File: src/rtl/vm_multi.sv
// Parametrised vending-machine controller: per-item prices and stock, cancel/refund,
// coin rejection and serial $10 change return. Optional VM_RESTOCK_EN adds a restock input.
module vm_multi #(
  parameter int unsigned NUM_ITEMS  = 4,
  parameter int unsigned VALUE_W    = 8,
  parameter logic [NUM_ITEMS*VALUE_W-1:0] PRICES = {8'd40, 8'd30, 8'd20, 8'd10},
  parameter int unsigned STOCK_INIT = 3,
  localparam int unsigned ITEM_W    = $clog2(NUM_ITEMS + 1)
) (
  input  logic                 clk,
  input  logic                 rst,
`ifdef VM_RESTOCK_EN
  input  logic                 restock,
`endif
  input  logic [ITEM_W-1:0]    item,
  input  logic                 sel,
  input  logic                 cancel,
  input  logic                 dollar_10,
  input  logic                 dollar_50,
  output logic [VALUE_W-1:0]   value,
  output logic [ITEM_W-1:0]    item_rels,
  output logic                 change_return,
  output logic                 coin_reject,
  output logic [NUM_ITEMS-1:0] sold_out,
  output logic                 busy
);

  localparam int unsigned STOCK_W = (STOCK_INIT > 0) ? $clog2(STOCK_INIT + 1) : 1;
  localparam int unsigned SUM_W   = VALUE_W + 1;

  typedef enum logic [1:0] {S_IDLE, S_SELECTED, S_DISPENSE, S_CHANGE} state_e;

  state_e               state_q, state_d;
  logic [VALUE_W-1:0]   credit_q, credit_d;
  logic [ITEM_W-1:0]    sel_item_q, sel_item_d;
  logic [STOCK_W-1:0]   stock_q [NUM_ITEMS];
  logic [STOCK_W-1:0]   stock_d [NUM_ITEMS];
  logic [ITEM_W-1:0]    item_rels_q, item_rels_d;
  logic                 change_return_q, change_return_d;
  logic                 coin_reject_q, coin_reject_d;
  logic                 busy_q, busy_d;

  logic                 coin_any;
  logic [SUM_W-1:0]     add;
  logic [SUM_W-1:0]     sum;
  logic                 overflow;
  logic [VALUE_W-1:0]   price;
  logic                 sel_valid;
  logic                 do_change;
  logic [VALUE_W-1:0]   credit_base;

  // Coin arithmetic, price lookup and selection validity
  always_comb begin
    coin_any = dollar_10 | dollar_50;
    add = '0;
    if (dollar_10) add = add + SUM_W'(10);
    if (dollar_50) add = add + SUM_W'(50);
    sum       = SUM_W'(credit_q) + add;
    overflow  = sum[VALUE_W];
    price     = '0;
    sel_valid = 1'b0;
    for (int k = 0; k < int'(NUM_ITEMS); k++) begin
      if (sel_item_q == ITEM_W'(k + 1)) price = PRICES[k*VALUE_W +: VALUE_W];
      if (sel && item == ITEM_W'(k + 1) && stock_q[k] != '0) sel_valid = 1'b1;
    end
  end

  // Next-state and registered-output logic
  always_comb begin
    state_d         = state_q;
    credit_d        = credit_q;
    sel_item_d      = sel_item_q;
    stock_d         = stock_q;
    item_rels_d     = '0;
    change_return_d = 1'b0;
    coin_reject_d   = 1'b0;
    do_change       = 1'b0;
    credit_base     = credit_q;

    case (state_q)
      S_IDLE, S_SELECTED: begin
        if (cancel) begin
          coin_reject_d = coin_any;
          sel_item_d    = '0;
          if (credit_q != '0) do_change = 1'b1;
          else state_d = S_IDLE;
        end else begin
          if (coin_any) begin
            if (overflow) coin_reject_d = 1'b1;
            else credit_base = sum[VALUE_W-1:0];
          end
          credit_d = credit_base;
          if (state_q == S_SELECTED && credit_q >= price) begin
            state_d     = S_DISPENSE;
            credit_d    = credit_base - price;
            item_rels_d = sel_item_q;
            for (int k = 0; k < int'(NUM_ITEMS); k++) begin
              if (sel_item_q == ITEM_W'(k + 1)) stock_d[k] = stock_q[k] - STOCK_W'(1);
            end
          end else if (sel_valid) begin
            state_d    = S_SELECTED;
            sel_item_d = item;
          end
`ifdef VM_RESTOCK_EN
          if (state_q == S_IDLE && restock) begin
            for (int k = 0; k < int'(NUM_ITEMS); k++) stock_d[k] = STOCK_W'(STOCK_INIT);
          end
`endif
        end
      end
      S_DISPENSE: begin
        coin_reject_d = coin_any;
        sel_item_d    = '0;
        if (credit_q != '0) do_change = 1'b1;
        else state_d = S_IDLE;
      end
      default: begin
        coin_reject_d = coin_any;
        do_change     = 1'b1;
      end
    endcase

    // Each change step returns one $10 unit; the step that empties credit lands in IDLE
    if (do_change) begin
      credit_d        = credit_q - VALUE_W'(10);
      change_return_d = 1'b1;
      state_d         = (credit_q == VALUE_W'(10)) ? S_IDLE : S_CHANGE;
    end

    busy_d = (state_d == S_DISPENSE) || (state_d == S_CHANGE);
  end

  always_ff @(posedge clk or negedge rst) begin
    if (!rst) begin
      state_q         <= S_IDLE;
      credit_q        <= '0;
      sel_item_q      <= '0;
      item_rels_q     <= '0;
      change_return_q <= 1'b0;
      coin_reject_q   <= 1'b0;
      busy_q          <= 1'b0;
      for (int k = 0; k < int'(NUM_ITEMS); k++) stock_q[k] <= STOCK_W'(STOCK_INIT);
    end else begin
      state_q         <= state_d;
      credit_q        <= credit_d;
      sel_item_q      <= sel_item_d;
      item_rels_q     <= item_rels_d;
      change_return_q <= change_return_d;
      coin_reject_q   <= coin_reject_d;
      busy_q          <= busy_d;
      for (int k = 0; k < int'(NUM_ITEMS); k++) stock_q[k] <= stock_d[k];
    end
  end

  always_comb begin
    for (int k = 0; k < int'(NUM_ITEMS); k++) sold_out[k] = (stock_q[k] == '0);
  end

  assign value         = credit_q;
  assign item_rels     = item_rels_q;
  assign change_return = change_return_q;
  assign coin_reject   = coin_reject_q;
  assign busy          = busy_q;

endmodule

File: config.mk
export PLATFORM = sky130hd
export DESIGN_NAME = vm_multi
export DESIGN_NICKNAME = d
export VERILOG_FILES = /design/src/rtl/vm_multi.sv
export SDC_FILE = /design/constraint.sdc
export NUM_CORES = 1
export LEC_CHECK = 0
export CAP_MARGIN = 20
export CORE_AREA = 2 2 70 72
export CTS_CLUSTER_DIAMETER = 200
export DETAILED_ROUTE_END_ITERATION = 8
export DIE_AREA = 0 0 72 74
export PLACE_DENSITY = 0.66
export SLEW_MARGIN = 15
export SYNTH_ARGS = -nofsm -noshare
export SYNTH_HDL_FRONTEND = slang
export SYNTH_SLANG_ARGS = --single-unit
File: constraint.sdc
create_clock -name clk -period 4.2 [get_ports clk]
set_input_delay 0.63 -clock clk [delete_from_list [all_inputs] [get_ports clk]]
set_output_delay 0.63 -clock clk [all_outputs]
set_load 0.02 [all_outputs]
==> flow_summary_export.csv, run 1 <==
group,metric,value,unit
clock_tree,clk_latency,0.27,ns
sta,rsz0062_at_grt,"no",
grt,antenna_found_initial,0,
route,drc,0,
final_layout,mostFrequentLayoutCells,"25 x clkdlybuf4s50_1, 23 x ha_1, 21 x inv_1",
synthesis,synthSimpleGateAreaFrac,14.7,%
grt,grt_usage,17.6,%
sta,setup_viol,0,
power,p_total,0.00171,W
sta,max_freq,255,MHz
power,power.density,716,mW/mm2
clock_tree,cts_setup_buffers,0,
clock_tree,clockBufferDepth,2,
grt,grt_pass1_vias,1555,
setup_path,worst-path-max-fanout,4,
grt,grt_pass1_wl,7360,um
setup_path,path_depth,17,
synthesis,yosys-mux-area-fraction,6.24,%
floorplanning,fp.dieH,74,um
synthesis,seq_area_frac_synth,33.0,%
clock_tree,cts-root-buf,"clkbuf_8",
synthesis,synthCells,209,
synthesis,syn_nets,243,
clock_tree,cts_buffers,3,
setup_path,critical-path-max-stage-delay,0.54,ns
synthesis,synth_top_area_share,22.5,%
synthesis,ys_warn_count,0,
final_layout,multiInputGateArea,0.00123,mm2
route,dr_total_vias,1565,
synthesis,synthTopCellsByArea,"dfrtp_1 22%, ha_1 14%, dfstp_2 10%",
sta,relSlewSlack,46.4,%
route,routed_wl,4210,um
final_layout,nets,275,
synthesis,synth_ff_type,"dfrtp_1",
sta,tns,0,ns
place,io_buffers,25,
final_layout,area_growth_syn_to_layout,19.4,%
grt,grt_max_degree,19,
clock_tree,postCtsHoldBufs,0,
setup_path,worstSetupPathType,"in -> reg",
synthesis,yosysUniqueCellTypes,48,
synthesis,synthAdderAreaFrac,16.4,%
sta,fin_ws,0.283,ns
synthesis,synth_edf_count,0,
setup_path,endpoint,"value[7]$_DFFE_PN0P_",
clock_tree,ctsResizeCount,0,
floorplanning,fp.dieW,72,um
final_layout,layout_commonest_cell,"clkdlybuf4s50_1",
place,gp_congestion,0.864,
sta,maxSlewViolCount,0,
route,routedWlPerCell,14.3,um
sta,clock_skew,0.00460,ns
clock_tree,cts_tree,"done",
setup_path,path_buf_inv,3,
power,peakVddDrop,0.330,mV
clock_tree,clock-sinks,26,
setup_path,r2r_cells,14,
setup_path,end_kind,"register",
setup_path,arrival,4.07,ns
sta,finalCritPeriodShare,93.3,%
synthesis,synth_compound_area_share,16.3,%
setup_path,r2r_start,"value[5]$_DFFE_PN0P_",
synthesis,synth_top_cell_by_area,"dfrtp_1",
setup_path,path_common_cell,"ha_1",
setup_path,rrSetupSlack,0.66,ns
min_path,min_path_type,"reg -> reg",
floorplanning,core-area,0.00460,mm2
synthesis,async_flop_share,100,%
sta,final-hold-violation-count,0,
final_layout,insertedDiodeCount,0,
floorplanning,ios,27,
setup_path,slowest_stage,"clkdlybuf4s50_1",
power,leakage,1.11,nW
job,maxCapViolations,0,
synthesis,ys_ff_latch,26,
floorplanning,start_util,43.6,%
clock_tree,clk_pin_slew,0.09,ns
final_layout,drive_gt1_share,12.5,%
setup_path,crit_required,4.35,ns
clock_tree,h-tree-depth,1,
place,hpwl,3400,um
sta,max_slew.worst_pin.slew,0.801,ns
grt,grt.overflow.total,0,
setup_path,worstReg2RegEnd,"value[7]$_DFFE_PN0P_",
route,ant_nets,0,
setup_path,crit_start,"dollar_50",
floorplanning,die-area,0.00533,mm2
synthesis,synth_top_family_by_area,"adder cells",
status,status,"finished clean",
synthesis,syn_area_per_cell,9.59,um2
route,viasPerCell,5.32,
setup_path,crit_chain,"clkdlybuf4s50_1, inv_1, ha_1, ha_1, a21oi_1, nor2b_1, a311oi_4, mux2i_1, ha_1, inv_1, fa_1, a21o_1, a21oi_1, o21a_1, nand2_1, and4b_1, o31ai_1",
place,place_ws,0.0165,ns
sta,min_period,3.92,ns
synthesis,synth_xor_area_share,7.43,%
setup_path,setup.worst_path.start_class,"input port",
synthesis,synth_area,0.00200,mm2
final_layout,fill_cells,444,
sta,hold_ws,0.492,ns
route,drtPass1Iterations,4,
route,drt-initial-drc-count,91,
min_path,min-delay-start,"stock_q[1]$_DFFE_PN1P_",
final_layout,regArea,661,um2
setup_path,crit_family,"compound AO/OA/AOI/OAI gates",
floorplanning,placementRows,25,
## metal layers
metal  global-route usage, %  share of wire (%)  up-vias
met2                    28.1                 47       28
met1                    24.6                 50      744
li1                        -                  -      791
met5                       0                  0        -
met4                    4.19               0.40        0
met3                    3.66                3.1        2
## how the worst min path moves through the flow
| stage | endpoint | slack (ns) | cells after the start |
|---|---|---|---|
| after global placement | stock_q[3]$_DFFE_PN1P_ | 0.47 | 2 |
| after floorplan | busy$_DFF_PN0_ | 0.33 | 0 |
| final | stock_q[1]$_DFFE_PN1P_ | 0.49 | 2 |
| after global routing | stock_q[3]$_DFFE_PN1P_ | 0.52 | 2 |
| after detailed placement | stock_q[1]$_DFFE_PN1P_ | 0.49 | 2 |
| after CTS | stock_q[1]$_DFFE_PN1P_ | 0.50 | 2 |
## synth_stat cells (2+ instances only)
cell type and count:
o31ai_1 2, a31oi_1 2, or2_2 2, nand2b_1 4
clkbuf_1 2, nor2_1 13, dfrtp_1 18, a21oi_1 10
inv_1 21, buf_6 2, mux2_2 4, xor2_1 3
and3_1 3, nand2_1 18, a221o_1 2, a22o_1 3
a21o_1 5, ha_1 23, dfstp_2 8, o21a_1 2
nor2b_1 6, nand3_1 2, mux2i_1 8, nor3_1 3
xnor2_1 14, fa_1 2, o21ai_0 6
## flip-flops by register name, summed over array words and instances, names as in the netlist
signal / cells
value: 7
change_return: 1
state_q: 2
busy: 1
stock_q: 8
sel_item_q: 3
coin_reject: 1
item_rels: 3
## tightest hold or removal path: stages (launching register included)
cell and delay (ns):
dfstp_2 0.37, inv_1 0.06, mux2i_1 0.06
## area by class of cell
type                       count  share of cell area, %
clock buffer                   4                   2.30
tap                           54                   2.82
inverter                      21                   3.29
multi-input combinational    157                   51.3
timing repair buffer          32                   12.7
sequential                    26                   27.6
## where the power goes
| group | switching, W | internal (W) | total, W |
|---|---|---|---|
| combinational | 0.000589 | 0.000559 | 0.00115 |
| sequential | 0.0000971 | 0.000308 | 0.000405 |
| clock | 0.0000763 | 0.0000838 | 0.000160 |
| total | 0.000763 | 0.000951 | 0.00171 |
## stage by stage
| step | util, % | cell area [um2] | std cells |
|---|---|---|---|
| 2_1_floorplan | - | 2000 | 209 |
| 3_3_place_gp | 50.8 | 2340 | 290 |
| 3_5_place_dp | 50.8 | 2340 | 290 |
| 4_1_cts | 52.0 | 2390 | 294 |
| 5_1_grt | 52.0 | 2390 | 294 |
| 6_report | 52.0 | 2390 | 294 |
## cells by family (layout without fill, tap and decap cells)
logic type | count (synthesis) | in the layout
buf+inv | 26 | 57
compound gates | 44 | 44
mux | 12 | 12
fa+ha+maj | 25 | 25
other cells | 1 | 1
xor+xnor | 17 | 17
simple gates | 58 | 58
flops | 26 | 26
Note: power is estimated with default switching activity, not from simulation.
==> run 2, diff against run 1 <==
--- a/config.mk
+++ b/config.mk
@@ -6,11 +6,11 @@
 export NUM_CORES = 1
 export LEC_CHECK = 0
 export CAP_MARGIN = 20
-export CORE_AREA = 2 2 70 72
+export CORE_AREA = 2 2 64 66
 export CTS_CLUSTER_DIAMETER = 200
 export DETAILED_ROUTE_END_ITERATION = 8
-export DIE_AREA = 0 0 72 74
-export PLACE_DENSITY = 0.66
+export DIE_AREA = 0 0 66 68
+export PLACE_DENSITY = 0.77
 export SLEW_MARGIN = 15
 export SYNTH_ARGS = -nofsm -noshare
 export SYNTH_HDL_FRONTEND = slang
==> run 2 against run 1 <==
  * Count of clock-buffer cells in the layout down 1
  * Via count up 3.5%
  * Design area up 0.52%
  * First-iteration DRC count fell by 29%
  * Sequential share of layout area shrank 0.14 points
  * Final cell count is 1.7% lower
  * Critical path depth unchanged
  * Power increased by 4.1%
  * Die area shrank 16%
  * Routed wire length shrank 2.4%
  * Sequential power increased by 2%
  * Register-to-register slack got worse by 0.02 ns
==> flow_summary_export.csv, run 2 (synthesis gave the netlist of run 1 again) <==
group,metric,value,unit
power,p_total,0.00178,W
min_path,min-delay-start,"stock_q[5]$_DFFE_PN1P_",
route,ant_nets,0,
grt,antenna_found_initial,0,
clock_tree,cts-root-buf,"clkbuf_8",
sta,min_period,3.92,ns
clock_tree,h-tree-depth,1,
place,place_area,0.00232,mm2
grt,grt_max_degree,27,
place,place_ws,-0.0430,ns
final_layout,finalNonFillerCells,289,
sta,hold_ws,0.491,ns
min_path,min_path_type,"reg -> reg",
route,drt-initial-drc-count,65,
floorplanning,die-area,0.00449,mm2
setup_path,crit_chain,"clkdlybuf4s50_1, inv_1, ha_1, ha_1, a21oi_1, nor2b_1, a311oi_4, mux2i_1, ha_1, inv_1, fa_1, a21o_1, a21oi_2, o21a_1, nand2_1, and4b_1, o31ai_2",
sta,max_freq,255,MHz
setup_path,setup.worst_path.start_class,"input port",
grt,grt_pass1_wl,6930,um
route,drtPass1Iterations,4,
setup_path,slowest_stage,"clkdlybuf4s50_1",
setup_path,worst-path-max-fanout,4,
final_layout,nets,274,
setup_path,end_kind,"register",
clock_tree,clockBufferDepth,2,
final_layout,largest_reg_flops,8,
sta,fin_ws,0.282,ns
final_layout,fin_area,0.00240,mm2
final_layout,area_growth_syn_to_layout,20.0,%
setup_path,arrival,4.09,ns
setup_path,r2r_start,"value[5]$_DFFE_PN0P_",
grt,grt_usage,20.2,%
route,routed_wl,4110,um
route,dr_total_vias,1619,
clock_tree,cts_tree,"done",
sta,final-hold-violation-count,0,
sta,clock_skew,0.0107,ns
power,peakVddDrop,0.356,mV
power,leakage,1.12,nW
place,io_buffers,25,
place,gp_congestion,0.908,
clock_tree,clk_pin_slew,0.10,ns
floorplanning,ios,27,
power,power.density,742,mW/mm2
final_layout,regArea,661,um2
sta,maxSlewViolCount,0,
clock_tree,cts_buffers,3,
floorplanning,fp.dieW,66,um
setup_path,worstSetupPathType,"in -> reg",
place,hpwl,3160,um
sta,finalCritPeriodShare,93.3,%
job,maxCapViolations,0,
floorplanning,placementRows,23,
grt,grt.overflow.total,0,
grt,grt_pass1_vias,1490,
final_layout,multiInputGateArea,0.00124,mm2
final_layout,insertedDiodeCount,0,
floorplanning,core-area,0.00386,mm2
clock_tree,clk_latency,0.28,ns
setup_path,critical-path-max-stage-delay,0.53,ns
route,drc,0,
clock_tree,clock-sinks,26,
setup_path,rrSetupSlack,0.64,ns
final_layout,drive_gt1_share,13.0,%
sta,setup_viol,0,
status,status,"finished clean",
final_layout,layout_commonest_cell,"clkdlybuf4s50_1",
setup_path,path_common_cell,"ha_1",
final_layout,mostFrequentLayoutCells,"25 x clkdlybuf4s50_1, 23 x ha_1, 21 x inv_1",
setup_path,crit_start,"dollar_50",
route,routedWlPerCell,14.2,um
clock_tree,postCtsHoldBufs,0,
final_layout,regMostFlops,"stock_q",
sta,rsz0062_at_grt,"no",
route,viasPerCell,5.60,
final_layout,fill_cells,338,
floorplanning,start_util,52.0,%
floorplanning,fp.dieH,68,um
place,dp_cells,285,
setup_path,crit_required,4.37,ns
[run 2: path summary, 6_finish.rpt]
check	to	depth (start not counted)
setup / recovery	value[7]$_DFFE_PN0P_	17
hold / removal	stock_q[5]$_DFFE_PN1P_	2
max in group asynchronous	stock_q[2]$_DFFE_PN1P_	2
hold reg to reg	stock_q[5]$_DFFE_PN1P_	2
setup reg to reg	value[7]$_DFFE_PN0P_	14
min in group asynchronous	value[2]$_DFFE_PN0P_	2
[run 2: where the power goes]
part / switching, W / internal, W
clock network: 0.0000872 / 0.000128
logic: 0.000592 / 0.000563
registers: 0.000106 / 0.000308
total: 0.000785 / 0.000998
[run 2: area by class of cell]
cell class                      instances  share of cell area [%]
Clock buffer                            3                    1.72
Multi-Input combinational cell        157                    51.4
Tap cell                               50                    2.60
Inverter                               21                    3.28
Timing Repair Buffer                   31                    12.3
Clock inverter                          1                    1.25
Sequential cell                        26                    27.5
[run 2: routing by layer]
layer | wire [um] | vias up | share of wire (%) | global-route usage [%]
met4 | 84 | 0 | 2.0 | 8.42
met5 | 0 | - | 0 | 0
met2 | 1930 | 45 | 47 | 32.7
met1 | 1920 | 777 | 47 | 27.3
met3 | 169 | 9 | 4.1 | 2.80
li1 | - | 788 | - | -
[run 2: through the flow]
stage / TNS (ns) / util, %
floorplan: 0 / -
global placement: 0 / 60.3
detailed placement: -0.0430 / 60.3
CTS: 0 / 62.1
global route: 0 / 62.4
finish: 0 / 62.4
[run 2: what timing repair did]
action                                  CTS  global route
endpoints found under the setup margin    0             1
resized for setup                         0             2
buffers inserted                          0             0
[run 2: critical path: cells and delay by family]
family	cells	cell delay (ns)
AOI/OAI and AO/OA	6	1.05
and+or+nand+nor	3	0.41
buffers and inverters	3	0.65
muxes	1	0.27
adders and majority gates	4	1.07
